File: config.mk
export PLATFORM = sky130hd
export DESIGN_NAME = qspi_psram_target
export DESIGN_NICKNAME = d
export VERILOG_FILES = /design/src/rtl/qspi_psram_target.sv
export SDC_FILE = /design/constraint.sdc
export NUM_CORES = 1
export LEC_CHECK = 0
export CORE_AREA = 2 2 105 132
export CTS_CLUSTER_DIAMETER = 60
export DETAILED_ROUTE_END_ITERATION = 12
export DIE_AREA = 0 0 107 134
export PLACE_DENSITY = 0.66
export SETUP_SLACK_MARGIN = 0.1
export SKIP_LAST_GASP = 1
export SLEW_MARGIN = 20
export SYNTH_ARGS = -nofsm -noshare
export SYNTH_HDL_FRONTEND = slang
export SYNTH_SLANG_ARGS = --single-unit
File: constraint.sdc
create_clock -name clk_i -period 5.5 [get_ports clk_i]
set_input_delay 1.1 -clock clk_i [delete_from_list [all_inputs] [get_ports clk_i]]
set_output_delay 1.1 -clock clk_i [all_outputs]
set_load 0.02 [all_outputs]
File: src/rtl/qspi_psram_target.sv
// QSPI PSRAM target: decodes quad read (0xEB) and quad write (0x38) from oversampled pins
// and services them through a byte-wide memory bus master.
module qspi_psram_target #(
  parameter int DUMMY_CYCLES = 6,
  parameter int ADDR_BITS    = 24
) (
  input  logic                 clk_i,
  input  logic                 reset_i,
  input  logic                 ce_n_i,
  input  logic                 sclk_i,
  input  logic [3:0]           sio_i,
  output logic [3:0]           sio_o,
  output logic [3:0]           sio_oe_o,
  output logic                 mem_valid_o,
  output logic                 mem_we_o,
  output logic [ADDR_BITS-1:0] mem_addr_o,
  output logic [7:0]           mem_wdata_o,
  input  logic [7:0]           mem_rdata_i,
  input  logic                 mem_ready_i,
  output logic                 underrun_o
);
  localparam logic [7:0]           LAST_CMD   = 8'd7;
  localparam logic [7:0]           LAST_NIB   = 8'(ADDR_BITS / 4 - 1);
  localparam logic [7:0]           LAST_DUMMY = 8'(DUMMY_CYCLES - 1);
  localparam logic [ADDR_BITS-1:0] ADDR_ONE   = {{(ADDR_BITS-1){1'b0}}, 1'b1};

  typedef enum logic [2:0] {IDLE, CMD, ADDR, DUMMY, RDATA, WDATA, IGNORE} state_t;

  logic [1:0] ceSync_q, sclkSync_q;
  logic [3:0] sioMeta_q, sioSync_q;
  logic       cePrev_q, sclkPrev_q;

  always_ff @(posedge clk_i) begin
    if (reset_i) begin
      ceSync_q   <= 2'b11;
      sclkSync_q <= 2'b00;
      sioMeta_q  <= 4'h0;
      sioSync_q  <= 4'h0;
      cePrev_q   <= 1'b1;
      sclkPrev_q <= 1'b0;
    end else begin
      ceSync_q   <= {ceSync_q[0], ce_n_i};
      sclkSync_q <= {sclkSync_q[0], sclk_i};
      sioMeta_q  <= sio_i;
      sioSync_q  <= sioMeta_q;
      cePrev_q   <= ceSync_q[1];
      sclkPrev_q <= sclkSync_q[1];
    end
  end

  logic ceHigh, ceFall, sclkRise, sclkFall;
  assign ceHigh   = ceSync_q[1];
  assign ceFall   = !ceSync_q[1] && cePrev_q;
  assign sclkRise = sclkSync_q[1] && !sclkPrev_q;
  assign sclkFall = !sclkSync_q[1] && sclkPrev_q;

  state_t                 state_q, state_d;
  logic [7:0]             cnt_q, cnt_d, cmd_q, cmd_d;
  logic                   isRead_q, isRead_d, nibPhase_q, nibPhase_d;
  logic [3:0]             nibHi_q, nibHi_d;
  logic [ADDR_BITS-1:0]   addr_q, addr_d, memAddr_q, memAddr_d;
  logic [7:0]             curByte_q, curByte_d, holdReg_q, holdReg_d, memWdata_q, memWdata_d;
  logic                   holdValid_q, holdValid_d, rdWant_q, rdWant_d, discard_q, discard_d;
  logic                   memValid_q, memValid_d, memWe_q, memWe_d, underrun_q, underrun_d;
  logic [3:0]             sioO_q, sioO_d, sioOe_q, sioOe_d;
  logic                   rdAck, accept, holdNowValid;
  logic [7:0]             holdNow;

  // A read acknowledged in the same cycle its byte is due still counts as arrived in time.
  always_comb begin
    state_d     = state_q;     cnt_d      = cnt_q;      cmd_d      = cmd_q;
    isRead_d    = isRead_q;    nibPhase_d = nibPhase_q; nibHi_d    = nibHi_q;
    addr_d      = addr_q;      memAddr_d  = memAddr_q;  curByte_d  = curByte_q;
    holdReg_d   = holdReg_q;   memWdata_d = memWdata_q; holdValid_d = holdValid_q;
    rdWant_d    = rdWant_q;    discard_d  = discard_q;  memValid_d = memValid_q;
    memWe_d     = memWe_q;     underrun_d = underrun_q; sioO_d     = sioO_q;
    sioOe_d     = sioOe_q;

    rdAck        = memValid_q && mem_ready_i && !memWe_q;
    accept       = rdAck && !discard_q;
    holdNowValid = holdValid_q || accept;
    holdNow      = accept ? mem_rdata_i : holdReg_q;

    if (memValid_q && mem_ready_i) memValid_d = 1'b0;
    if (rdAck) discard_d = 1'b0;
    if (accept) begin
      holdReg_d   = mem_rdata_i;
      holdValid_d = 1'b1;
    end

    if (ceHigh) begin
      state_d     = IDLE;
      sioOe_d     = 4'h0;
      rdWant_d    = 1'b0;
      holdValid_d = 1'b0;
      if (memValid_q && !mem_ready_i && !memWe_q) discard_d = 1'b1;
    end else begin
      unique case (state_q)
        IDLE: if (ceFall) begin
          state_d = CMD;
          cnt_d   = 8'd0;
        end
        CMD: if (sclkRise) begin
          cmd_d = {cmd_q[6:0], sioSync_q[0]};
          cnt_d = cnt_q + 8'd1;
          if (cnt_q == LAST_CMD) begin
            cnt_d    = 8'd0;
            isRead_d = (cmd_d == 8'hEB);
            state_d  = (cmd_d == 8'hEB || cmd_d == 8'h38) ? ADDR : IGNORE;
          end
        end
        ADDR: if (sclkRise) begin
          addr_d = {addr_q[ADDR_BITS-5:0], sioSync_q};
          cnt_d  = cnt_q + 8'd1;
          if (cnt_q == LAST_NIB) begin
            cnt_d      = 8'd0;
            nibPhase_d = 1'b0;
            if (isRead_q) begin
              state_d  = DUMMY;
              rdWant_d = 1'b1;
            end else begin
              state_d = WDATA;
            end
          end
        end
        DUMMY: if (sclkRise) begin
          cnt_d = cnt_q + 8'd1;
          if (cnt_q == LAST_DUMMY) begin
            cnt_d      = 8'd0;
            nibPhase_d = 1'b0;
            state_d    = RDATA;
          end
        end
        // On underrun the late read is dropped so the stream realigns on the next address.
        RDATA: if (sclkFall) begin
          sioOe_d = 4'hF;
          if (!nibPhase_q) begin
            curByte_d   = holdNow;
            sioO_d      = holdNow[7:4];
            nibPhase_d  = 1'b1;
            holdValid_d = 1'b0;
            if (!holdNowValid) begin
              underrun_d = 1'b1;
              if (memValid_q && !mem_ready_i && !memWe_q) discard_d = 1'b1;
            end
            addr_d   = addr_q + ADDR_ONE;
            rdWant_d = 1'b1;
          end else begin
            sioO_d     = curByte_q[3:0];
            nibPhase_d = 1'b0;
          end
        end
        WDATA: if (sclkRise) begin
          if (!nibPhase_q) begin
            nibHi_d    = sioSync_q;
            nibPhase_d = 1'b1;
          end else begin
            nibPhase_d = 1'b0;
            if (memValid_q) begin
              underrun_d = 1'b1;
            end else begin
              memValid_d = 1'b1;
              memWe_d    = 1'b1;
              memAddr_d  = addr_q;
              memWdata_d = {nibHi_q, sioSync_q};
            end
            addr_d = addr_q + ADDR_ONE;
          end
        end
        IGNORE: sioOe_d = 4'h0;
        default: state_d = IDLE;
      endcase

      if (rdWant_d && !memValid_q) begin
        memValid_d = 1'b1;
        memWe_d    = 1'b0;
        memAddr_d  = addr_d;
        rdWant_d   = 1'b0;
      end
    end
  end

  always_ff @(posedge clk_i) begin
    if (reset_i) begin
      state_q     <= IDLE;  cnt_q      <= 8'd0;  cmd_q      <= 8'd0;
      isRead_q    <= 1'b0;  nibPhase_q <= 1'b0;  nibHi_q    <= 4'h0;
      addr_q      <= '0;    memAddr_q  <= '0;    curByte_q  <= 8'd0;
      holdReg_q   <= 8'd0;  memWdata_q <= 8'd0;  holdValid_q <= 1'b0;
      rdWant_q    <= 1'b0;  discard_q  <= 1'b0;  memValid_q <= 1'b0;
      memWe_q     <= 1'b0;  underrun_q <= 1'b0;  sioO_q     <= 4'h0;
      sioOe_q     <= 4'h0;
    end else begin
      state_q     <= state_d;     cnt_q      <= cnt_d;      cmd_q      <= cmd_d;
      isRead_q    <= isRead_d;    nibPhase_q <= nibPhase_d; nibHi_q    <= nibHi_d;
      addr_q      <= addr_d;      memAddr_q  <= memAddr_d;  curByte_q  <= curByte_d;
      holdReg_q   <= holdReg_d;   memWdata_q <= memWdata_d; holdValid_q <= holdValid_d;
      rdWant_q    <= rdWant_d;    discard_q  <= discard_d;  memValid_q <= memValid_d;
      memWe_q     <= memWe_d;     underrun_q <= underrun_d; sioO_q     <= sioO_d;
      sioOe_q     <= sioOe_d;
    end
  end

  assign sio_o       = sioO_q;
  assign sio_oe_o    = sioOe_q;
  assign mem_valid_o = memValid_q;
  assign mem_we_o    = memWe_q;
  assign mem_addr_o  = memAddr_q;
  assign mem_wdata_o = memWdata_q;
  assign underrun_o  = underrun_q;
endmodule

# ---- Word level (Yosys, flattened, before mapping)
# Index checks and enable logic that the tools add are counted.
dict set report totals {
  reg_bits 120
  latch_bits 0
  mem_bits_rw 0
  romBits 0
  inputBits 17
  out_inout_bits 43
  word_cells 173
  mem_count 0
}
dict set report op_classes {
  add_sub_neg 2
  n_mul 0
  div 0
  n_lt_le_gt_ge 0
  eq_ne 26
  shift 0
  muxes 74
  bitwise 4
  reduce_logical 42
}
# op n
set ops {}
lappend ops {{24-bit 2-to-1 mux} 10}
lappend ops {{24-bit case mux with 3 select lines} 1}
lappend ops {{8-bit 2-to-1 mux} 6}
lappend ops {{1-bit 2-to-1 mux} 40}
lappend ops {{3-bit 2-to-1 mux} 9}
lappend ops {{2-bit inequality test (second input constant)} 13}
lappend ops {{24-bit by 1-bit adder with 24-bit output (second input constant)} 1}
lappend ops {{8-bit case mux with 3 select lines} 1}
lappend ops {{8-bit by 3-bit == test with 1-bit output (second input constant)} 2}
lappend ops {{8-bit AND reduction} 2}
lappend ops {{3-bit case mux with 5 select lines} 1}
lappend ops {{5-bit AND reduction} 3}
lappend ops {{4-bit AND reduction} 3}
lappend ops {{2-bit nonzero test} 5}
lappend ops {{3-bit == test (second input constant)} 3}
lappend ops {{1-bit logical AND} 9}
lappend ops {{8-bit by 1-bit adder with 8-bit output (second input constant)} 1}
lappend ops {{8-bit by 6-bit == test with 1-bit output (second input constant)} 1}
lappend ops {{8-bit == test (second input constant)} 1}
lappend ops {{4-bit 2-to-1 mux} 2}
lappend ops {{4-bit case mux with 2 select lines} 1}
lappend ops {{1-bit logical NOT} 7}
lappend ops {{3-bit by 2-bit == test with 1-bit output (second input constant)} 2}
lappend ops {{2-bit by 1-bit inequality test with 1-bit output (second input constant)} 3}
lappend ops {{12 further kinds} 21}

# ---- Depth between registers and ports, before layout
dict set report logic_depth {
  ltp_word 9
  ltp_mapped 9
  ltp_nobuf 8
}

# ---- Worst setup path after synthesis
# No wires, ideal clock.
dict set report synth_path {
  path_kind {in2reg}
  start {input port mem_ready_i}
  end {register sioO_q[3], in the netlist sio_o[3]}
  setup_ns 0.128
  arrival_time_ns 2.211
  required_ns 5.372
  slack_ns 3.161
  stages 6
  n_path_buf 1
  path_cell_list {nor4bb_1 buf_1 mux2i_1 o21ai_0 mux2i_1 nor2_1}
}
dict set report synth_via {
  elab_chain_cells 5
}
# item line
set synth_lines {}
lappend synth_lines {{start: declaration} 19} ;# input logic mem_ready_i,
lappend synth_lines {{1-bit logical AND (2 in a row)} 79} ;# rdAck = memValid_q && mem_ready_i && !memWe_q;
lappend synth_lines {{1-bit logical AND} 80} ;# accept = rdAck && !discard_q;
lappend synth_lines {{8-bit 2-to-1 mux} -}
lappend synth_lines {{4-bit 2-to-1 mux} 137} ;# if (!nibPhase_q) begin
lappend synth_lines {{end signal: assignment} 198} ;# memWe_q <= memWe_d; underrun_q <= underrun_d; sioO_q <= sioO_d;
lappend synth_lines {{end: declaration} 65} ;# logic [3:0] sioO_q, sioO_d, sioOe_q, sioOe_d;
# Every way passes these cells.
# A chain may end at the register's enable or synchronous reset.

# ---- Worst setup path in the final report
dict set report layout_path {
  start {register state_q[2]}
  end {register memAddr_q[20], in the netlist mem_addr_o[20]}
}
dict set report layout_via {
  elab_chain_cells 6
  word_cells_on_any_way 13
  classes_between {eq/ne: 4; mux: 4; reduce/logical: 5}
}
# item line
set layout_lines {}
lappend layout_lines {{start: declaration} 57} ;# state_t state_q, state_d;
lappend layout_lines {{start signal: assignment} 193} ;# state_q <= state_d; cnt_q <= cnt_d; cmd_q <= cmd_d;
lappend layout_lines {{3-bit == test / 3-bit by 2-bit == test with 1-bit output (equally long branches)} 98} ;# unique case (state_q)
lappend layout_lines {{1-bit case mux with 2 select lines} 98}
lappend layout_lines {{1-bit 2-to-1 mux} 91} ;# if (ceHigh) begin
lappend layout_lines {{1-bit logical AND} 174} ;# if (rdWant_d && !memValid_q) begin
lappend layout_lines {{2-bit by 1-bit inequality test with 1-bit output (no line) / 2-bit nonzero test (equally long branches)} -}
lappend layout_lines {{5-bit AND reduction (no line)} -}
lappend layout_lines {{end signal: assignment} 195} ;# addr_q <= addr_d; memAddr_q <= memAddr_d; curByte_q <= curByte_d;
lappend layout_lines {{end: declaration} 61} ;# logic [ADDR_BITS-1:0] addr_q, addr_d, memAddr_q, memAddr_d;
# Several ways; a longest one is shown, not always the timed one. The select of a mux whose other input is x is not followed.

==> results.md <==
| Step | Parameter | Value |
| --- | --- | --- |
| power and ir drop | PwrDens | 281 mW/mm^2 |
| logic synthesis | Yosys synthesis warning count | 0 |
| logic synthesis | Most frequent cell after synthesis | sky130_fd_sc_hd__dfxtp_1 |
| die | Total Die Area | 0.0143 sq mm |
| global route | Initial antenna violation count | 0 |
| logic synthesis | Leading area contributor after synthesis | sky130_fd_sc_hd__dfxtp_1 |
| logic synthesis | Synth Cell Area | 0.00574 sq mm |
| drt | Routed wire length per instance | 17.0 microns |
| worst hold path | Worst hold path cell count | 1 |
| critical path | Capturing point of the worst reg2reg path | mem_addr_o[20] |
| layout | Share of cells above drive strength 1 | 0.0737 |
| critical path | Type of destination of the critical path | flip-flop |
| critical path | Critical path startpoint category | flip-flop |
| die | Number of top-level pins | 60 |
| die | Die span in y | 134 microns |
| sta | Final Skew | 6.44 ps |
| sta | Max Fclk | 275 MHz |
| die | Overall die width | 107 microns |
| logic synthesis | Area fraction of the dominant cell type after synthesis | 0.408 |
| logic synthesis | Sequential fraction of the synthesis area | 0.408 |
| critical path | Cell with the largest stage delay on the worst path | sky130_fd_sc_hd__nor2b_1 |
| sta | Rel. slew slack | 0.221 |
| global route | Maximum number of pins on one net before global-route repair | 63 |
| logic synthesis | Top flip-flop cell by instance count after synthesis | sky130_fd_sc_hd__dfxtp_1 |
| logic synthesis | Number of flops mapped to enable cells by yosys | 0 |
| clocking | Clock tree buffer depth | 2 |
| die | Initial core utilization | 0.438 |
| drt | Length of the first detailed-routing pass in iterations | 5 |
| clocking | Clock H-tree levels | 4 |
| clocking | Number of clock buffers inserted by TritonCTS | 17 |
| clocking | # Post-CTS Setup Buffers | 0 |
| critical path | Kind of critical path | reg2reg |
| clocking | Clock tree from TritonCTS | yes |
| sta | Final setup viols | 0 |
| layout | Layout overhead on the synthesized area | 19.9% |
| layout | Final Net Count | 740 |
| logic synthesis | Number of instances in the synthesized netlist | 696 |
| layout | Area of the multi-input gates | 0.00311 sq mm |
| critical path | Delay of the slowest cell on the worst path | 890 ps |
| layout | Layout fillers | 1230 |
| drt | Post-route DRC | 0 |
| sta | Setup repair after global routing missed its margin | false |
| worst hold path | Type of the worst min-delay path | reg2reg |
| sta | Final worst-path cycle share | 0.662 |
| clocking | Count of hold buffers inserted by post-cts repair | 0 |
| status | Status | completed |
| drt | Post-route antenna net violation count | 0 |
| critical path | Worst R2R Setup Slack | 1860 ps |
| worst hold path | Hold worst-path end | ceSync_q[1] |
| drt | Via density per instance | 5.90 |
| layout | Layout Cell Area excl Fill | 0.00688 sq mm |
| critical path | Critical path required time | 5850 ps |
| sta | Number of max-slew violations in the final report | 0 |
| logic synthesis | Most area-consuming cells after synthesis | sky130_fd_sc_hd__dfxtp_1, sky130_fd_sc_hd__nor2_1, sky130_fd_sc_hd__mux2i_1 |
| worst hold path | Hold Startpoint | ceSync_q[0] |
| clocking | Root buf cell | sky130_fd_sc_hd__clkbuf_16 |
| critical path | Crit. Startpoint | state_q[2] |
| critical path | Buf+Inv Stages, Crit Path | 0 |
| critical path | FF-to-FF Start | state_q[2] |
| critical path | CP delay by family, top | simple AND/OR/NAND/NOR gates |
| clocking | Count of cells resized by post-cts repair | 0 |
| sta | Worst Tran Pin Value | 1160 ps |
| global route | Number of global-route vias before repair | 5102 |
| logic synthesis | Avg Cell Area, Syn | 8.25 sq um |
| placement | Final RePlAce weighted congestion | 0.907 |
| die | Std cell rows | 47 |
| critical path | CP Max Fanout | 23 |
| die | Core outline area | 0.0131 sq mm |
| critical path | Cells on worst reg2reg path | 6 |
| clocking | Worst-path clk slew | 50 ps |
| sta | Final Hold Viols | 0 |
| logic synthesis | Top cells by instance count after synthesis | sky130_fd_sc_hd__dfxtp_1, sky130_fd_sc_hd__nor2_1, sky130_fd_sc_hd__nand2_1 |
| power and ir drop | Maximum vdd drop | 163 uV |
| drt | DRC marker count from the first detailed-route iteration | 322 |
| layout | Area of all sequential standard cells | 0.00234 sq mm |
| global route | Total congestion overflow after global routing | 0 |
| clocking | Clock insertion delay at the later pin of the skew report | 420 ps |
| critical path | Data arrival at the endpoint of the critical path | 3990 ps |
| logic synthesis | Synth Register Bits | 117 |
| clocking | Total clock sinks | 117 |
| drt | Routed wire length | 15400 microns |
| sta | Final sum of negative setup slack | 0 ps |
| placement | Placed Instance Area | 0.00635 sq mm |
| sta | Minimum period implied by the final worst setup slack | 3640 ps |
| layout | Number of antenna cells inserted | 0 |
| drt | Vias after detailed routing | 5332 |
| power and ir drop | LEAKAGE | 2.33 nW |
| global route | Wire length of the first global-routing pass | 25200 microns |
| logic synthesis | Async S/R FF share, synth | 0 |
| logic synthesis | Post-Synthesis Net Count | 716 |
| job | Maxcap violations | 0 |
| logic synthesis | Number of distinct library cell variants in the gate-level netlist after synthesis | 73 |
| placement | HPWL Detailed | 10700 microns |
| placement | Count of input and output buffers | 59 |
| critical path | Critical path cell sequence | nor2b_1 -> a21oi_1 -> a311oi_2 -> and2_1 -> o31ai_1 -> o21ai_1 |
| global route | All-Layer GR Usage | 0.221 |
worst max path at each step:
| stage | cells after the start | endpoint | slack, ps |
|---|---|---|---|
| after floorplan | 6 | sio_o[3] | 3160 |
| after global placement | 5 | mem_addr_o[5] | 2100 |
| after detailed placement | 5 | mem_addr_o[19] | 1970 |
| after CTS | 5 | mem_addr_o[19] | 1970 |
| after global routing | 6 | mem_addr_o[20] | 1630 |
| final | 6 | mem_addr_o[20] | 1860 |
through the flow:
stage	std cells	power, mW	hold WS [ps]	worst slack, ps	utilization
after floorplan	696	0.933	389	3160	-
after CTS	904	1.95	424	1970	0.525
after global placement	872	0.958	394	2100	0.484
after detailed placement	872	0.959	409	1970	0.484
final	904	1.93	417	1860	0.525
after global routing	904	2.00	434	1630	0.525
placed cells by master (no fill, tap or decap), types with 4 or more instances in the layout:
master | netlist | routed
sky130_fd_sc_hd__and3_1 | 5 | 5
sky130_fd_sc_hd__nor3_1 | 18 | 18
sky130_fd_sc_hd__a21oi_1 | 47 | 46
sky130_fd_sc_hd__nor4_1 | 16 | 16
sky130_fd_sc_hd__o21ai_0 | 23 | 23
sky130_fd_sc_hd__clkbuf_16 | 0 | 17
sky130_fd_sc_hd__a22oi_1 | 5 | 5
sky130_fd_sc_hd__inv_1 | 13 | 13
sky130_fd_sc_hd__o211ai_1 | 4 | 4
sky130_fd_sc_hd__nand2_1 | 70 | 70
sky130_fd_sc_hd__clkdlybuf4s50_1 | 0 | 58
sky130_fd_sc_hd__clkinvlp_4 | 0 | 5
sky130_fd_sc_hd__nand3_1 | 10 | 10
sky130_fd_sc_hd__nor2b_1 | 14 | 14
sky130_fd_sc_hd__o21a_1 | 4 | 4
sky130_fd_sc_hd__dfxtp_1 | 117 | 117
sky130_fd_sc_hd__or3_1 | 4 | 4
sky130_fd_sc_hd__o22ai_1 | 12 | 12
sky130_fd_sc_hd__and2_1 | 5 | 5
sky130_fd_sc_hd__xnor2_1 | 4 | 4
sky130_fd_sc_hd__inv_6 | 0 | 4
sky130_fd_sc_hd__mux2i_1 | 28 | 28
sky130_fd_sc_hd__nor4b_1 | 4 | 4
sky130_fd_sc_hd__a211oi_1 | 13 | 13
sky130_fd_sc_hd__nor2_1 | 88 | 87
sky130_fd_sc_hd__a311oi_1 | 9 | 9
sky130_fd_sc_hd__nand4_1 | 7 | 7
sky130_fd_sc_hd__nor3b_1 | 5 | 5
sky130_fd_sc_hd__a31oi_1 | 15 | 15
sky130_fd_sc_hd__buf_4 | 3 | 7
sky130_fd_sc_hd__a22o_1 | 18 | 18
sky130_fd_sc_hd__o21ai_1 | 7 | 7
per-layer routing:
layer / up-vias / GRT usage / routed length [microns]
met5: - / 0 / 0
met4: 0 / 0.0916 / 354
met3: 37 / 0.0496 / 918
met2: 185 / 0.379 / 7660
met1: 2513 / 0.265 / 6450
li1: 2597 / - / -
cell type report:
class	instances	share of cell area
clock buffers	18	0.0624
clock inverters	14	0.0153
inverters	13	0.00709
multi-input cells	505	0.451
flip-flops and latches	117	0.340
well taps	171	0.0311
repair buffers	66	0.0927
where the power goes:
part / switching [mW] / internal, mW / leakage, nW
clock: 0.413 / 0.577 / 0.249
sequential: 0.0166 / 0.859 / 0.947
combinational: 0.0384 / 0.0280 / 1.14
total: 0.468 / 1.46 / 2.33
worst register-to-register path: cells and delay by family, from the launching register on:
kind,cells,cell delay [ps]
AOI/OAI and AO/OA,4,1400
DFF,1,760
and+or+nand+nor,2,1420
flip-flops by register name, summed over array words and instances (netlist names), 2 cells and up:
signal       count
curByte_q        4
sioMeta_q        4
cnt_q            8
addr_q          24
sclkSync_q       2
sioSync_q        4
cmd_q            7
mem_addr_o      24
mem_wdata_o      8
nibHi_q          4
state_q          3
holdReg_q        8
ceSync_q         2
sio_o            4
cell families after synthesis:
group                    Yosys count  synth area share
AND/OR/NAND/NOR                  271             0.235
flip-flops                       117             0.408
multiplexers                      28            0.0488
XOR/XNOR                           6           0.00915
AO/OA/AOI/OAI                    197             0.240
buffers and inverters             74            0.0532
adder cells (fa/ha/maj)            3           0.00654
Note: power is estimated with default switching activity, not from simulation.
